### src/rtl/trng_conditioner.sv
// Conditions raw TRNG bytes: start-up discard, repetition-count health test,
// von Neumann debiasing, byte repacking and a small FWFT output FIFO.
module trng_conditioner #(
    parameter int STARTUP_BYTES = 16,
    parameter int RCT_LIMIT     = 32,
    parameter int FIFO_DEPTH    = 4
) (
    input  logic                          clk_i,
    input  logic                          reset_i,
    input  logic [7:0]                    raw_byte_i,
    input  logic                          raw_valid_i,
    output logic [7:0]                    out_data_o,
    output logic                          out_valid_o,
    input  logic                          out_ready_i,
    output logic                          alarm_o,
    output logic                          drop_o,
    output logic [$clog2(FIFO_DEPTH):0]   fifo_count_o
);

    localparam int PW = $clog2(FIFO_DEPTH);

    typedef enum logic [1:0] {
        STARTUP = 2'd0,
        RUN     = 2'd1,
        ALARM   = 2'd2
    } state_e;

    state_e          state_q, state_d;
    logic [7:0]      prevByte_q, prevByte_d;
    logic [7:0]      rctCnt_q, rctCnt_d;
    logic [7:0]      startCnt_q, startCnt_d;
    logic [11:0]     acc_q, acc_d;
    logic [3:0]      accCnt_q, accCnt_d;
    logic [PW-1:0]   rdPtr_q, rdPtr_d;
    logic [PW-1:0]   wrPtr_q, wrPtr_d;
    logic [PW:0]     count_q, count_d;
    logic            drop_q, drop_d;
    logic [7:0]      mem_q [FIFO_DEPTH];

    logic [7:0]      rctNext;
    logic            rctFire;
    logic [3:0]      emitBits;
    logic [2:0]      emitN;
    logic [11:0]     accShift;
    logic [11:0]     accAligned;
    logic [3:0]      accSum;
    logic            byteDone;
    logic [7:0]      byteVal;
    logic            full;
    logic            pop;
    logic            pushEn;
    logic            flush;

    // Repetition-count test: the first byte after reset always starts a run of one.
    assign rctNext = (rctCnt_q == 8'd0 || raw_byte_i != prevByte_q) ? 8'd1 : rctCnt_q + 8'd1;
    assign rctFire = raw_valid_i && (state_q != ALARM) && (rctNext == 8'(RCT_LIMIT));

    always_comb begin
        emitBits = 4'd0;
        emitN    = 3'd0;
        for (int i = 3; i >= 0; i--) begin
            if (raw_byte_i[2*i+1] != raw_byte_i[2*i]) begin
                emitBits = {emitBits[2:0], raw_byte_i[2*i+1]};
                emitN    = emitN + 3'd1;
            end
        end
    end

    // Oldest bits sit highest in the accumulator; accCnt_q never exceeds 7 between bytes.
    assign accShift   = (acc_q << emitN) | {8'h00, emitBits};
    assign accSum     = accCnt_q + {1'b0, emitN};
    assign byteDone   = (accSum >= 4'd8);
    assign accAligned = accShift >> (accSum - 4'd8);
    assign byteVal    = accAligned[7:0];

    assign full        = (count_q == (PW+1)'(FIFO_DEPTH));
    assign out_valid_o = (count_q != '0) && (state_q != ALARM);
    assign pop         = out_valid_o && out_ready_i;

    always_comb begin
        state_d    = state_q;
        prevByte_d = prevByte_q;
        rctCnt_d   = rctCnt_q;
        startCnt_d = startCnt_q;
        acc_d      = acc_q;
        accCnt_d   = accCnt_q;
        pushEn     = 1'b0;
        drop_d     = 1'b0;
        flush      = 1'b0;
        if (raw_valid_i && state_q != ALARM) begin
            prevByte_d = raw_byte_i;
            rctCnt_d   = rctNext;
        end
        case (state_q)
            STARTUP: begin
                if (raw_valid_i) begin
                    if (rctFire) begin
                        state_d = ALARM;
                        flush   = 1'b1;
                    end else begin
                        startCnt_d = startCnt_q + 8'd1;
                        if (startCnt_q + 8'd1 == 8'(STARTUP_BYTES)) begin
                            state_d = RUN;
                        end
                    end
                end
            end
            RUN: begin
                if (raw_valid_i) begin
                    if (rctFire) begin
                        state_d = ALARM;
                        flush   = 1'b1;
                    end else begin
                        acc_d    = accShift;
                        accCnt_d = byteDone ? accSum - 4'd8 : accSum;
                        if (byteDone) begin
                            if (!full || pop) begin
                                pushEn = 1'b1;
                            end else begin
                                drop_d = 1'b1;
                            end
                        end
                    end
                end
            end
            default: begin
            end
        endcase
        if (flush) begin
            acc_d    = 12'd0;
            accCnt_d = 4'd0;
        end
    end

    always_comb begin
        rdPtr_d = rdPtr_q;
        wrPtr_d = wrPtr_q;
        count_d = count_q;
        if (flush) begin
            rdPtr_d = '0;
            wrPtr_d = '0;
            count_d = '0;
        end else begin
            if (pop) begin
                rdPtr_d = rdPtr_q + 1'b1;
            end
            if (pushEn) begin
                wrPtr_d = wrPtr_q + 1'b1;
            end
            case ({pushEn, pop})
                2'b10:   count_d = count_q + 1'b1;
                2'b01:   count_d = count_q - 1'b1;
                default: count_d = count_q;
            endcase
        end
    end

    always_ff @(posedge clk_i) begin
        if (reset_i) begin
            state_q    <= STARTUP;
            prevByte_q <= 8'd0;
            rctCnt_q   <= 8'd0;
            startCnt_q <= 8'd0;
            acc_q      <= 12'd0;
            accCnt_q   <= 4'd0;
            rdPtr_q    <= '0;
            wrPtr_q    <= '0;
            count_q    <= '0;
            drop_q     <= 1'b0;
        end else begin
            state_q    <= state_d;
            prevByte_q <= prevByte_d;
            rctCnt_q   <= rctCnt_d;
            startCnt_q <= startCnt_d;
            acc_q      <= acc_d;
            accCnt_q   <= accCnt_d;
            rdPtr_q    <= rdPtr_d;
            wrPtr_q    <= wrPtr_d;
            count_q    <= count_d;
            drop_q     <= drop_d;
        end
    end

    // Storage needs no reset: the pointers and count decide what is visible.
    always_ff @(posedge clk_i) begin
        if (pushEn && !reset_i) begin
            mem_q[wrPtr_q] <= byteVal;
        end
    end

    assign out_data_o   = out_valid_o ? mem_q[rdPtr_q] : 8'h00;
    assign alarm_o      = (state_q == ALARM);
    assign drop_o       = drop_q;
    assign fifo_count_o = count_q;

endmodule

### config.mk
export PLATFORM = sky130hd
export DESIGN_NAME = trng_conditioner
export DESIGN_NICKNAME = d
export VERILOG_FILES = /design/src/rtl/trng_conditioner.sv
export SDC_FILE = /design/constraint.sdc
export NUM_CORES = 1
export LEC_CHECK = 0
export ABC_AREA = 1
export BUFFER_PORTS_ARGS = -buffer_cell sky130_fd_sc_hd__buf_2
export CAP_MARGIN = 10
export CELL_PAD_IN_SITES_DETAIL_PLACEMENT = 0
export CELL_PAD_IN_SITES_GLOBAL_PLACEMENT = 2
export CORE_ASPECT_RATIO = 0.9
export CORE_UTILIZATION = 32
export CTS_CLUSTER_SIZE = 28
export DETAILED_ROUTE_END_ITERATION = 6
export GPL_TIMING_DRIVEN = 0
export PLACE_DENSITY = 0.83
export SLEW_MARGIN = 10
export SYNTH_ARGS = -nofsm -noshare
export SYNTH_HDL_FRONTEND = slang
export SYNTH_SLANG_ARGS = --single-unit
export TNS_END_PERCENT = 100
### constraint.sdc
create_clock -name clk_i -period 4.6 [get_ports clk_i]
set_clock_uncertainty 0.05 [all_clocks]
set_input_delay 0.92 -clock clk_i [delete_from_list [all_inputs] [get_ports clk_i]]
set_output_delay 0.92 -clock clk_i [all_outputs]
set_load 0.005 [all_outputs]
Yosys cells after proc, flatten, opt, wreduce, memory -nomap -nowiden
Memory sizes are Yosys's and may differ from the RTL's. A register that Yosys moved wholly into a read port is not among the register bits.
Cells that the tools add are included.
{"block": "op_classes", "mux": 31, "n_lt_le_gt_ge": 1, "n_eq_ne": 17, "addsub": 11, "div": 0, "n_bitwise": 5, "reduce_logical": 20, "n_mul": 0, "n_shift": 2}
{"cell": "adder 8 x 1 -> 8 bit (second input constant)", "count": 2}
{"cell": "two-way mux 4 bit", "count": 4}
{"cell": "two-way mux 8 bit", "count": 2}
{"cell": "two-way mux 2 bit", "count": 7}
{"cell": "two-way mux 1 bit", "count": 13}
{"cell": "adder 3 x 1 -> 3 bit (second input constant)", "count": 4}
{"cell": "OR 12 x 4 -> 12 bit", "count": 1}
{"cell": "left shift 12 x 3 -> 12 bit", "count": 1}
{"cell": "right shift 12 x 4 -> 8 bit", "count": 1}
{"cell": "two-way mux 3 bit", "count": 3}
{"cell": "== test 8 x 5 -> 1 bit (second input constant)", "count": 1}
{"cell": "== test 8 x 6 -> 1 bit (second input constant)", "count": 1}
{"cell": "zero test 8 bit", "count": 1}
{"cell": "!= test 2 bit (second input constant)", "count": 4}
{"cell": "!= test 8 bit", "count": 1}
{"cell": "case mux 3 bit (2 select lines)", "count": 1}
{"cell": "AND reduction 3 bit", "count": 2}
{"cell": "logical AND 1 bit", "count": 5}
{"cell": "AND reduction 5 bit", "count": 1}
{"cell": "OR reduction 5 bit", "count": 1}
{"cell": "adder 2 x 1 -> 2 bit (second input constant)", "count": 2}
{"cell": "adder 4 x 3 -> 4 bit", "count": 1}
{"cell": "== test 2 x 1 -> 1 bit (second input constant)", "count": 2}
{"cell": "== test 2 bit (second input constant)", "count": 2}
{"cell": "other kinds (14)", "count": 24}
{"block": "totals", "latchBits": 0, "ramBits": 32, "word_cells": 98, "mem_count": 1, "romBits": 0, "register_bits": 50}
{"memory": "mem_q", "depth": 4, "word_bits": 8, "read_ports": 1, "rd_ports_with_merged_regs": 1, "wr": 1, "line": "38", "text": "logic [7:0] mem_q [FIFO_DEPTH];"}

Depth between registers and ports, before layout
{"block": "depth", "depth_word": 17, "mapped_depth": 26, "depth_no_buf": 26}

Least setup slack after synthesis
Ideal clock, no wire load.
{"block": "synth_path", "path_type": "input-to-reg", "start": "in raw_byte_i[6]", "end": "reg count_q[2], in the netlist fifo_count_o[2]", "arrival_ns": 4.427, "slack_ns": 0.006, "path_buffers": 0, "path_stages": 24, "cell_sequence": "inv_1 -> ha_1 -> ha_1 -> inv_1 -> nand3_1 -> nand2_1 -> ha_1 -> inv_1 -> nor2_1 -> xnor2_2 -> inv_2 -> ha_1 -> a21oi_1 -> nand2_1 -> xor2_1 -> nor2_1 -> nand4_1 -> ha_1 -> inv_1 -> fa_1 -> a21oi_1 -> o21ai_0 -> xor2_1 -> nor2_1"}
{"block": "synth_via", "elab_chain_len": 16}
{"element": "from (decl)", "line": "10", "text": "input logic [7:0] raw_byte_i,"}
{"element": "!= test 1 bit", "line": "62", "text": "if (raw_byte_i[2*i+1] != raw_byte_i[2*i]) begin"}
{"element": "two-way mux 1 bit", "line": "62"}
{"element": "adder 3 x 1 -> 3 bit", "line": "64", "text": "emitN = emitN + 3'd1;"}
{"element": "two-way mux 3 bit", "line": "62"}
{"element": "adder 3 x 1 -> 3 bit", "line": "64"}
{"element": "two-way mux 3 bit", "line": "62"}
{"element": "adder 3 x 1 -> 3 bit", "line": "64"}
{"element": "two-way mux 3 bit", "line": "62"}
{"element": "adder 4 x 3 -> 4 bit", "line": "71", "text": "assign accSum = accCnt_q + {1'b0, emitN};"}
{"element": ">= comparator 4 bit", "line": "72", "text": "assign byteDone = (accSum >= 4'd8);"}
{"element": "two-way mux 1 bit", "line": "116", "text": "if (byteDone) begin"}
{"element": "two-way mux 1 bit", "line": "110", "text": "if (rctFire) begin"}
{"element": "two-way mux 1 bit", "line": "109", "text": "if (raw_valid_i) begin"}
{"element": "two-way mux 1 bit", "line": "94", "text": "case (state_q)"}
{"element": "== test 2 x 1 -> 1 bit / == test 2 bit (equally long branches)", "line": "150", "text": "case ({pushEn, pop})"}
{"element": "case mux 3 bit (2 select lines) / nonzero test 2 bit (equally long branches)"}
{"element": "to (signal assigned)", "line": "179", "text": "count_q <= count_d;"}
{"element": "to (decl)", "line": "36", "text": "logic [PW:0] count_q, count_d;"}
Several ways; a longest one is shown, not always the timed one.
A chain may end at the register's enable or synchronous reset.

Worst setup path in the final report
{"block": "layout_path", "start": "in raw_byte_i[5]", "end": "mem mem_q[0][5], data pin"}
{"block": "layout_via", "elab_chain_len": 9}
{"element": "!= test 1 bit", "line": "62"}
{"element": "two-way mux 3 bit", "line": "62"}
{"element": "adder 3 x 1 -> 3 bit", "line": "64"}
{"element": "two-way mux 3 bit", "line": "62"}
{"element": "adder 3 x 1 -> 3 bit", "line": "64"}
{"element": "two-way mux 3 bit", "line": "62"}
{"element": "adder 4 x 3 -> 4 bit / left shift 12 x 3 -> 12 bit (equally long branches)", "line": "71, 70"}
{"element": "subtractor 4 bit / OR 12 x 4 -> 12 bit (equally long branches)", "line": "73, 70"}
{"element": "right shift 12 x 4 -> 8 bit *", "line": "73", "text": "assign accAligned = accShift >> (accSum - 4'd8);"}
{"element": "named net accAligned[5]", "line": "45", "text": "logic [11:0] accAligned;"}
{"element": "to (decl)", "line": "38"}
The timed path passes the listed nets; every way through them passes the cells marked *.

==> key figures <==
Status
  • Status: finished clean

Placed design
  • Placer Congestion: between 0.7 and 0.8
  • Placement Cell Area: approximately 5500 um2
  • DP Cell Count: around 940
  • Hpwl dp: roughly 9800 um
  • Place WS: -0.673 ns
  • I/O Buffers: 24

CTS
  • Reg clk slew, reported paths: 0.06 ns
  • Hold buffer count at CTS: 0
  • CTS tree: built
  • Total CTS buffers: 9
  • Clk_lat worst skew: 0.35 ns
  • Clock root buffer: clkbuf_16
  • Max clock buf depth: 2
  • # H-tree levels: 3
  • CTS sink count: 84

Routing
  • Vias post-DR: roughly 4700
  • Drt initial violations: between 200 and 300
  • Post-route ant nets: 0
  • Drt drc: 0
  • Vias/cell: between 4 and 5
  • Final WL: around 13000 um
  • Routed wire length per instance: around 14 um
  • Pre-antenna DRT Iters: 7

Logic synthesis
  • Yosys reg bits: 84
  • Leading post-synthesis cells by cell area: dfxtp_1 20%, edfxtp_1 19%, nand3_1 11%, nand2_1 10%, nor2_1 7.4%
  • Synth Flop Type: dfxtp_1
  • Number of enable flip-flop cells after synthesis: 32
  • Library cells used by synthesis: 40
  • Post-Syn Instances: around 700
  • Most frequent cell after synthesis: nand2_1
  • Syn Area/Cell: approximately 7 um2
  • Asr flop ratio synth: 0%
  • Post-synth top area share: between 20% and 30%
  • Seq/Total Area, Yosys: 39.1%
  • YS warnings: 0
  • Syn Nets: around 740
  • Post-synth top cells: 141 x nand2_1, 113 x nand3_1, 101 x nor2_1, 71 x inv_1, 52 x dfxtp_1
  • Post-synthesis cell area: between 5000 and 6000 um2
  • Post-synth top area cell: dfxtp_1

Floorplanning
  • Die W: ~140 um
  • Starting density of the core: around 33%
  • Die ar.: 16500 um2
  • Die Ht: about 120 um
  • Core area: 15500 um2
  • # rows: between 40 and 50
  • IO Count: 26

Power
  • Pwr/cell area: 338 nW/um2
  • Pwr Total: slightly below 2 mW
  • Worst VDD drop: between 0.0002 and 0.0003 V
  • LEAKAGE: roughly 2.5 nW

Global routing
  • Via count of the first global-routing pass: 4469
  • Initial antenna violation count: 0
  • Global Route Usage Sum: 16.9%
  • Largest net degree at the start of global routing: 16
  • First-pass GRT wire length: approximately 22000 um
  • Grt ovf: 0

Hold path
  • Min-Delay Path Depth: 2
  • Hold endpoint: startCnt_q[4]
  • Hold path start: startCnt_q[4]
  • Hold WC Path Type: flop to flop

Critical path
  • Worst R2R Setup Slack: 1.59 ns
  • Critical R2R Launch: rctCnt_q[1]
  • Setup Crit Path Kind: input port to flop
  • CP top delay family: adder cells
  • Required time worst endpoint: 4.68 ns
  • Crit end category: flop
  • Slowest-stage cell, CP: xnor2_1
  • CP dominant cell by count: nand2_1
  • Crit-path cells: buf_2 > inv_1 > nand2_1 > nand2_1 > inv_1 > ha_4 > inv_1 > nand3_2 > nand2_1 > ha_1 > nand2_1 > nand2_1 > clkbuf_4 > fa_1 > xnor2_1 > inv_1 > clkbuf_1 > nand3_1 > nand2_1 > nor2_1
  • CP max stage delay: 0.63 ns
  • Crit path arrival time: about 4.5 ns
  • Worst r2r dst: mem_q[3][6]
  • WP buf/inv: 7
  • R2R depth: 14
  • Largest fanout on the critical path: 11
  • CP startpoint kind: input port

STA
  • Final setup TNS: 0 ns
  • Period utilization: 95.5%
  • Post-layout minimum cycle time: roughly 4.4 ns
  • Max Transition Viols Final: 0
  • Final worst slack: between 0.2 and 0.25 ns
  • Max-slew headroom: approximately 50%
  • Slew @ Worst Pin: ~0.76 ns
  • Final setup vio count: 0
  • RSZ-0062 raised after global routing: true
  • Hold Fails Final Rpt: 0
  • Max Freq: 228 MHz

Finish
  • Fin cells: between 900 and 1000
  • Nets@finish: 783
  • Layout fillers: around 1600
  • Syn-to-layout area delta: 14.8%
  • # diodes: 0
  • Post-Layout Inst Area: between 5000 and 6000 um2
  • Layout cell share with drive strength beyond 1: 12.9%

Flow run
  • Max-cap viol count: 0
how the worst max path moves through the flow:
stage | start | to | slack (ns) | cells past startpoint
CTS | raw_byte_i[6] | fifo_count_o[2] | 0.03 | 24
finish | raw_byte_i[5] | mem_q[0][5] | 0.21 | 20
floorplan | raw_byte_i[6] | fifo_count_o[2] | 0.006 | 24
global route | raw_byte_i[5] | mem_q[0][5] | -0.13 | 20
global placement | raw_byte_i[6] | fifo_count_o[2] | -0.64 | 25
detailed placement | raw_byte_i[6] | fifo_count_o[2] | -0.67 | 25
where the power goes:
group | total, mW | switching (mW) | leakage (nW) | internal, mW
clock | 0.722 | 0.320 | 0.143 | 0.402
sequential | 0.803 | 0.00934 | 0.720 | 0.794
combinational | 0.465 | 0.313 | 1.66 | 0.151
routing by layer:
metal	up-vias	routed length (um)	global-route usage, %
li1	2434	-	-
met1	2165	6600	22.9
met2	106	5810	27.0
met3	11	577	3.75
met4	0	120	4.71
met5	-	0	0
cells in the final DEF (no fill, tap or decap), drive strengths merged, types with 3 or more instances in the layout:
cell and n:
nand2 152, clkbuf 23, nand3 119, nor3 3, clkinv 4, edfxtp 32, inv 81, xnor2 6
ha 14, xor2 14, nor2 107, o21ai 48, buf 40, a21oi 41, dfxtp 52, a211oi 3
nand4 7
flip-flops by register name, indices dropped and copies added, names as in the netlist, named ones only:
name	cells
fifo_count_o	3
rdPtr_q	2
accCnt_q	4
startCnt_q	8
mem_q	32
drop_o	1
state_q	2
acc_q	12
wrPtr_q	2
rctCnt_q	8
prevByte_q	8
kinds of logic (layout without fill, tap and decap cells):
logic type                 count (synthesis)  count (layout)  share of synthesized area, %
and+or+nand+nor                          396             396                          34.9
buffers and inverters                    104             149                          8.65
AOI/OAI and AO/OA                         95              95                          9.60
DFF                                       84              84                          39.1
xor gates and xnor gates                  20              20                          3.57
adders and majority gates                 16              16                          4.20
area by class of cell:
| class | count | area (um2) | area share (%) |
|---|---|---|---|
| Multi-Input combinational cell | 527 | 2720 | 46.3 |
| Sequential cell | 84 | 2000 | 34.1 |
| Inverter | 81 | 307 | 5.22 |
| Clock buffer | 11 | 253 | 4.30 |
| Tap cell | 202 | 253 | 4.30 |
| Timing Repair Buffer | 29 | 158 | 2.68 |
| Buffer | 23 | 139 | 2.36 |
| Clock inverter | 5 | 42.5 | 0.724 |
metrics by stage:
stage / hold slack [ns] / utilization (%)
floorplan: 0.383 / -
global placement: 0.391 / 35.3
detailed placement: 0.408 / 35.3
CTS: 0.418 / 37.5
global route: 0.438 / 37.8
finish: 0.419 / 37.8
tightest hold or removal path, delay by kind of cell, from the launching register on:
family | cells | cell delay (ns)
AO/OA/AOI/OAI | 1 | 0.06
buffers and inverters | 1 | 0.06
flip-flops | 1 | 0.31
repair_timing:
action	in CTS	in global routing
setup buffers	3	2
pin swaps	1	2
endpoints found under the setup margin	34	66
resized for setup	3	7
cloned	0	0
(Power assumes the default switching activity.)
